### src/rtl/traffic_phase_scheduler_if.sv
`default_nettype none
// ============================================================================
//  Module      : traffic_phase_scheduler_if
//  Description : Control/lamp bundle for the intersection phase scheduler.
//                master : request/enable source, lamp consumer
//                slave  : the scheduler itself
//  Signals     : en        advance enable (0 freezes the scheduler)
//                side_req  side-road vehicle sensor
//                ped_req   pedestrian push-button
//                main_lt   main-road lamps {R,Y,G}
//                side_lt   side-road lamps {R,Y,G}
//                ped_walk  walk lamp
//                ped_ack   one-cycle pulse on entry to the walk phase
//                phase     current state code (debug)
//  Revision    : 1.0  initial release
// ============================================================================
interface traffic_phase_scheduler_if;
    logic       en;
    logic       side_req;
    logic       ped_req;
    logic [2:0] main_lt;
    logic [2:0] side_lt;
    logic       ped_walk;
    logic       ped_ack;
    logic [2:0] phase;

    modport master (
        output en, side_req, ped_req,
        input  main_lt, side_lt, ped_walk, ped_ack, phase
    );

    modport slave (
        input  en, side_req, ped_req,
        output main_lt, side_lt, ped_walk, ped_ack, phase
    );
endinterface
`default_nettype wire

### src/rtl/traffic_phase_scheduler.sv
`default_nettype none
// ============================================================================
//  Module      : traffic_phase_scheduler
//  Description : Phase scheduler for a two-road intersection with a
//                pedestrian crossing. Main road rests in green; side-road and
//                pedestrian requests are latched and, when both are pending,
//                served round-robin. Every service returns through main green.
//  Ports       : clk    clock, rising edge
//                res_n  synchronous reset, active HIGH (name shared with the
//                       sibling traffic blocks)
//                bus    traffic_phase_scheduler_if.slave (enable, requests,
//                       lamp one-hots, walk lamp, walk ack, phase code)
//  Revision    : 1.0  initial release
// ============================================================================
module traffic_phase_scheduler #(
    parameter int CNT_W     = 5,
    parameter int GREEN_MIN = 8,
    parameter int GREEN_MAX = 20,
    parameter int YELLOW_T  = 3,
    parameter int ALLRED_T  = 1,
    parameter int PED_T     = 6
) (
    input  wire logic                clk,
    input  wire logic                res_n,
    traffic_phase_scheduler_if.slave bus
);

    typedef enum logic [2:0] {
        MAIN_GRN = 3'd0,
        MAIN_YEL = 3'd1,
        ALLRED1  = 3'd2,
        SIDE_GRN = 3'd3,
        SIDE_YEL = 3'd4,
        ALLRED2  = 3'd5,
        PED_WALK = 3'd6
    } state_t;

    // Counter value on the last enabled cycle of each timed phase.
    localparam logic [CNT_W-1:0] c_GMIN_LAST = CNT_W'(GREEN_MIN - 1);
    localparam logic [CNT_W-1:0] c_GMAX_LAST = CNT_W'(GREEN_MAX - 1);
    localparam logic [CNT_W-1:0] c_YEL_LAST  = CNT_W'(YELLOW_T - 1);
    localparam logic [CNT_W-1:0] c_AR_LAST   = CNT_W'(ALLRED_T - 1);
    localparam logic [CNT_W-1:0] c_PED_LAST  = CNT_W'(PED_T - 1);
    localparam logic [CNT_W-1:0] c_CNT_MAX   = {CNT_W{1'b1}};

    state_t           state_q, state_d;
    logic [CNT_W-1:0] cnt_q, cnt_d;
    logic             side_pend_q, side_pend_d;
    logic             ped_pend_q, ped_pend_d;
    logic             last_srv_q, last_srv_d;   // 0 = side served last, 1 = ped

    logic             enter_side;
    logic             enter_ped;

    // ------------------------------------------------------------------------
    // Next-state logic
    // ------------------------------------------------------------------------
    always_comb begin
        state_d = state_q;
        case (state_q)
            MAIN_GRN: begin
                if (bus.en && (cnt_q >= c_GMIN_LAST) && (side_pend_q || ped_pend_q))
                    state_d = MAIN_YEL;
            end
            MAIN_YEL: begin
                if (bus.en && (cnt_q == c_YEL_LAST))
                    state_d = ALLRED1;
            end
            ALLRED1: begin
                if (bus.en && (cnt_q == c_AR_LAST)) begin
                    if (side_pend_q && ped_pend_q)
                        state_d = last_srv_q ? SIDE_GRN : PED_WALK;
                    else if (side_pend_q)
                        state_d = SIDE_GRN;
                    else if (ped_pend_q)
                        state_d = PED_WALK;
                    else
                        // Nothing left to serve: clear back to main.
                        state_d = ALLRED2;
                end
            end
            SIDE_GRN: begin
                // Gap-out looks at the live sensor, not the latched flag,
                // since the flag is held clear for the whole side green.
                if (bus.en && (cnt_q >= c_GMIN_LAST) &&
                    (!bus.side_req || (cnt_q == c_GMAX_LAST)))
                    state_d = SIDE_YEL;
            end
            SIDE_YEL: begin
                if (bus.en && (cnt_q == c_YEL_LAST))
                    state_d = ALLRED2;
            end
            PED_WALK: begin
                if (bus.en && (cnt_q == c_PED_LAST))
                    state_d = ALLRED2;
            end
            ALLRED2: begin
                if (bus.en && (cnt_q == c_AR_LAST))
                    state_d = MAIN_GRN;
            end
            // Illegal code recovers regardless of enable.
            default: state_d = MAIN_GRN;
        endcase
    end

    assign enter_side = (state_d == SIDE_GRN) && (state_q != SIDE_GRN);
    assign enter_ped  = (state_d == PED_WALK) && (state_q != PED_WALK);

    // ------------------------------------------------------------------------
    // Counter, pending flags and round-robin pointer
    // ------------------------------------------------------------------------
    always_comb begin
        cnt_d       = cnt_q;
        side_pend_d = side_pend_q;
        ped_pend_d  = ped_pend_q;
        last_srv_d  = last_srv_q;

        if (state_d != state_q)
            cnt_d = '0;
        else if (bus.en && (cnt_q != c_CNT_MAX))
            cnt_d = cnt_q + 1'b1;

        if (bus.en) begin
            // Clear on entry takes priority over a coincident set.
            if (enter_side)
                side_pend_d = 1'b0;
            else if (bus.side_req && (state_q != SIDE_GRN))
                side_pend_d = 1'b1;

            if (enter_ped)
                ped_pend_d = 1'b0;
            else if (bus.ped_req && (state_q != PED_WALK))
                ped_pend_d = 1'b1;
        end

        if (enter_side)
            last_srv_d = 1'b0;
        else if (enter_ped)
            last_srv_d = 1'b1;
    end

    always_ff @(posedge clk) begin
        if (res_n) begin
            state_q     <= MAIN_GRN;
            cnt_q       <= '0;
            side_pend_q <= 1'b0;
            ped_pend_q  <= 1'b0;
            last_srv_q  <= 1'b1;
        end else begin
            state_q     <= state_d;
            cnt_q       <= cnt_d;
            side_pend_q <= side_pend_d;
            ped_pend_q  <= ped_pend_d;
            last_srv_q  <= last_srv_d;
        end
    end

    // ------------------------------------------------------------------------
    // Moore output decode
    // ------------------------------------------------------------------------
    assign bus.main_lt  = (state_q == MAIN_GRN) ? 3'b001 :
                          (state_q == MAIN_YEL) ? 3'b010 : 3'b100;
    assign bus.side_lt  = (state_q == SIDE_GRN) ? 3'b001 :
                          (state_q == SIDE_YEL) ? 3'b010 : 3'b100;
    assign bus.ped_walk = (state_q == PED_WALK);
    // The counter only reads zero on the first walk cycle (and stays there
    // while disabled), which gives the single-cycle acknowledge.
    assign bus.ped_ack  = (state_q == PED_WALK) && (cnt_q == '0);
    assign bus.phase    = state_q;

endmodule
`default_nettype wire

### src/flat_wrapper.sv
// flat-port wrapper written by rule: the top's interface ports become plain ports
module traffic_phase_scheduler_flat 
#(
    parameter int CNT_W     = 5,
    parameter int GREEN_MIN = 8,
    parameter int GREEN_MAX = 20,
    parameter int YELLOW_T  = 3,
    parameter int ALLRED_T  = 1,
    parameter int PED_T     = 6
)
  (clk, res_n, bus_en, bus_side_req, bus_ped_req, bus_main_lt, bus_side_lt, bus_ped_walk, bus_ped_ack, bus_phase);
  traffic_phase_scheduler_if bus_i ();
  input  wire logic clk;
  input  wire logic res_n;
  input wire logic [$bits(bus_i.en)-1:0] bus_en;
  input wire logic [$bits(bus_i.side_req)-1:0] bus_side_req;
  input wire logic [$bits(bus_i.ped_req)-1:0] bus_ped_req;
  output wire logic [$bits(bus_i.main_lt)-1:0] bus_main_lt;
  output wire logic [$bits(bus_i.side_lt)-1:0] bus_side_lt;
  output wire logic [$bits(bus_i.ped_walk)-1:0] bus_ped_walk;
  output wire logic [$bits(bus_i.ped_ack)-1:0] bus_ped_ack;
  output wire logic [$bits(bus_i.phase)-1:0] bus_phase;
  assign bus_i.en = bus_en;
  assign bus_i.side_req = bus_side_req;
  assign bus_i.ped_req = bus_ped_req;
  assign bus_main_lt = bus_i.main_lt;
  assign bus_side_lt = bus_i.side_lt;
  assign bus_ped_walk = bus_i.ped_walk;
  assign bus_ped_ack = bus_i.ped_ack;
  assign bus_phase = bus_i.phase;
  traffic_phase_scheduler #(.CNT_W(CNT_W), .GREEN_MIN(GREEN_MIN), .GREEN_MAX(GREEN_MAX), .YELLOW_T(YELLOW_T), .ALLRED_T(ALLRED_T), .PED_T(PED_T)) u_core (.clk(clk), .res_n(res_n), .bus(bus_i));
endmodule
### config.mk
export PLATFORM = sky130hd
export DESIGN_NAME = traffic_phase_scheduler_flat
export DESIGN_NICKNAME = d
export VERILOG_FILES = /design/src/rtl/traffic_phase_scheduler_if.sv /design/src/rtl/traffic_phase_scheduler.sv /design/src/flat_wrapper.sv
export SDC_FILE = /design/constraint.sdc
export NUM_CORES = 1
export LEC_CHECK = 0
export ABC_AREA = 1
export BUFFER_PORTS_ARGS = -buffer_cell sky130_fd_sc_hd__buf_4
export CAP_MARGIN = 20
export CORE_MARGIN = 2
export CORE_UTILIZATION = 54
export DETAILED_ROUTE_END_ITERATION = 10
export PLACE_DENSITY = 0.85
export SYNTH_ARGS = -nofsm -noshare
export SYNTH_HDL_FRONTEND = slang
export SYNTH_SLANG_ARGS = --single-unit
### constraint.sdc
create_clock -name clk -period 2.85 [get_ports clk]
set_input_delay 0.285 -clock clk [delete_from_list [all_inputs] [get_ports clk]]
set_output_delay 0.285 -clock clk [all_outputs]
set_load 0.01 [all_outputs]
==> metrics.yaml <==
clock_network:
  cts_tree: "built"
  clock_latency_ns: 0.26
  clockRootBuffer: "clkbuf_4"
  cts_made_buffers: 3
  clock_sinks: 11
  post_cts_buffers: 0
  clk_pin_slew_ns: 0.06
  hold_buffers: 0
  ctsLongestPathBuffers: 2
  htree_levels: 1
  cts_resized: 0
global_route:
  grt_pass1_vias: 852
  track_usage_pct: 22.1
  grt_max_degree: 10
  grt_first_pass_wirelength_mm: 3.32
  gr-total-overflow: 0
  antenna_found_initial: 0
die:
  fp.dieArea_sq_um: 1950
  io_pins: 16
  core_sq_um: 1510
  die-width_um: 44.2
  start_util_pct: 57.8
  core.rowCount: 14
  die_h_um: 44.2
timing:
  hold_ws_ns: 0.211
  slew_viol_final: 0
  skew_ns: 0.00370
  setup_viol: 0
  period_needed_ns: 1.72
  finalCritPeriodShare_pct: 60.3
  max-slew-margin-rel_pct: 77.0
  clock.fmax_mhz: 582
  worst_slew_pin_slew_ns: 0.343
  fin_setup_tns_ns: 0
  finalHoldViolations: 0
  rsz0062_at_grt: "false"
  timing.final.ws_setup_ns: 1.13
detailed_routing:
  wl_mm: 1.82
  antenna_left: 0
  routed_via_density: 5.21
  firstDrtPassIters: 4
  drt-initial-drc-count: 24
  drc: 0
  post_drt_wl_per_cell_um: 10.7
  vias: 891
worst_setup_path:
  crit_type: "register to register"
  cp-startpoint: "u_core.cnt_q[0]$_SDFFE_PP0P_"
  worstReg2RegStart: "u_core.cnt_q[0]$_SDFFE_PP0P_"
  r2r_slack_ns: 1.13
  crit_arrival_ns: 1.91
  slowest_delay_ns: 0.34
  timing.critical_path.mode_cell: "nor2_1"
  r2r-end: "u_core.cnt_q[3]$_SDFFE_PP0P_"
  crit_fanout: 5
  slowest_stage: "dfxtp_1"
  rr_worst_depth: 10
  crit_path_end: "u_core.cnt_q[3]$_SDFFE_PP0P_"
  cp.required_ns: 3.05
  worstPathCellList: "ha_1 -> nand2_1 -> nor2_1 -> ha_1 -> nor2_1 -> inv_1 -> nor2_1 -> xor2_1 -> inv_1 -> nor2_1"
  start_kind: "register"
  end_kind: "register"
yosys:
  synth_nets: 148
  syn_area_per_cell_sq_um: 6.31
  ys_top_cells_by_area: "dfxtp_1, nand2_1, nor2_1"
  synth_warnings: 0
  ys_types: 24
  syn_inst: 138
  netlist.area_leader.share_pct: 25.3
  synth-seq-cells: 11
  netlist_area_sq_um: 871
  synth_top_area_cell: "dfxtp_1"
  yosysSeqAreaShare_pct: 25.3
run:
  cap_violations: 0
finish:
  fin_nets: 166
  most-common-layout-cells: "nand2_1, nor2_1, inv_1"
  final_common_cell: "nand2_1"
  syn_to_final_growth_pct: 16.4
  num_antenna_cells: 0
  drive_gt1_share_pct: 22.6
placement:
  port_buffers: 15
  place.gp.congestion: 0.944
  pre_cts_ws_ns: 1.16
  dpl.hpwl_mm: 1.59
pwr:
  p_leak_nw: 0.545
  cellPowerDensity_nw_per_um2: 335
  ir_drop_mv: 0.267
min_path:
  hold_path.class: "input port to register"
run_status:
  status: "complete, no violations"
==> per-stage QoR <==
step | utilization, % | cell area [sq um] | total power, mW | cells
6_report | 67.3 | 1010 | 0.340 | 171
5_1_grt | 67.3 | 1010 | 0.362 | 171
4_1_cts | 67.3 | 1010 | 0.345 | 171
3_5_place_dp | 65.5 | 987 | 0.242 | 167
3_3_place_gp | 65.5 | 987 | 0.240 | 167
2_1_floorplan | - | 871 | 0.223 | 138
==> synthesized netlist by cell type <==
library cell	instances
o21ai_0	5
nand3_2	2
nand4_1	3
inv_2	1
a21oi_2	1
inv_1	21
xor2_1	3
nor2_2	5
buf_2	1
nor2_4	2
or2_2	1
ha_1	5
nor3_1	2
dfxtp_1	11
nand2_1	29
o21ai_2	1
a31oi_1	1
nor2_1	25
nand2_2	3
and3_1	2
nand3_1	10
o21bai_2	1
buf_6	1
a21oi_1	2
==> per-layer routing <==
| metal | GRT usage [%] | up-vias | share of wire [%] |
|---|---|---|---|
| li1 | - | 466 | - |
| met1 | 27.0 | 394 | 45 |
| met2 | 39.1 | 29 | 48 |
| met3 | 5.71 | 2 | 6.4 |
| met4 | 4.24 | 0 | 0.44 |
| met5 | 0 | - | 0 |
==> cell families after synthesis <==
kind of cell | after synthesis | share of synthesized area (%)
AOI/OAI and AO/OA | 11 | 8.05
xor gates and xnor gates | 3 | 3.02
adders and majority gates | 5 | 7.18
buffers and inverters | 24 | 11.4
DFF | 11 | 25.3
and+or+nand+nor | 84 | 45.1
==> critical path, delay by kind of cell, from the launching register on <==
kind                       cells  cell delay (ns)
xor gates and xnor gates       1             0.16
DFF                            1             0.34
buffers and inverters          2             0.18
adders and majority gates      2             0.40
and+or+nand+nor                5             0.58
==> how the worst min path moves through the flow <==
stage | start | to | slack (ns) | cells past startpoint
final | res_n | u_core.bus.phase[1]$_SDFF_PP0_ | 0.21 | 2
after global routing | res_n | u_core.bus.phase[1]$_SDFF_PP0_ | 0.20 | 2
after CTS | res_n | u_core.bus.phase[1]$_SDFF_PP0_ | 0.20 | 2
after detailed placement | u_core.side_pend_q$_SDFFE_PP0P_ | u_core.side_pend_q$_SDFFE_PP0P_ | 0.49 | 2
after global placement | u_core.side_pend_q$_SDFFE_PP0P_ | u_core.side_pend_q$_SDFFE_PP0P_ | 0.48 | 2
after floorplan | res_n | u_core.bus.phase[1]$_SDFF_PP0_ | 0.35 | 1
==> flip-flops by register name (all words and copies together), names as in the netlist <==
name,flops
u_core.cnt_q,5
u_core.side_pend_q,1
u_core.bus.phase,3
u_core.last_srv_q,1
u_core.ped_pend_q,1
==> layout make-up <==
type	instances	area (sq um)
multi-input combinational	103	552
fill	142	493
sequential	11	220
timing repair buffer	15	113
inverter	22	82.6
clock buffer	4	26.3
tap	16	20.0
==> where the power goes <==
part | switching, mW | internal (mW)
Combinational | 0.0421 | 0.0266
Clock | 0.0466 | 0.0541
Sequential | 0.00889 | 0.161
Total | 0.0976 | 0.242
(Power assumes the default switching activity.)
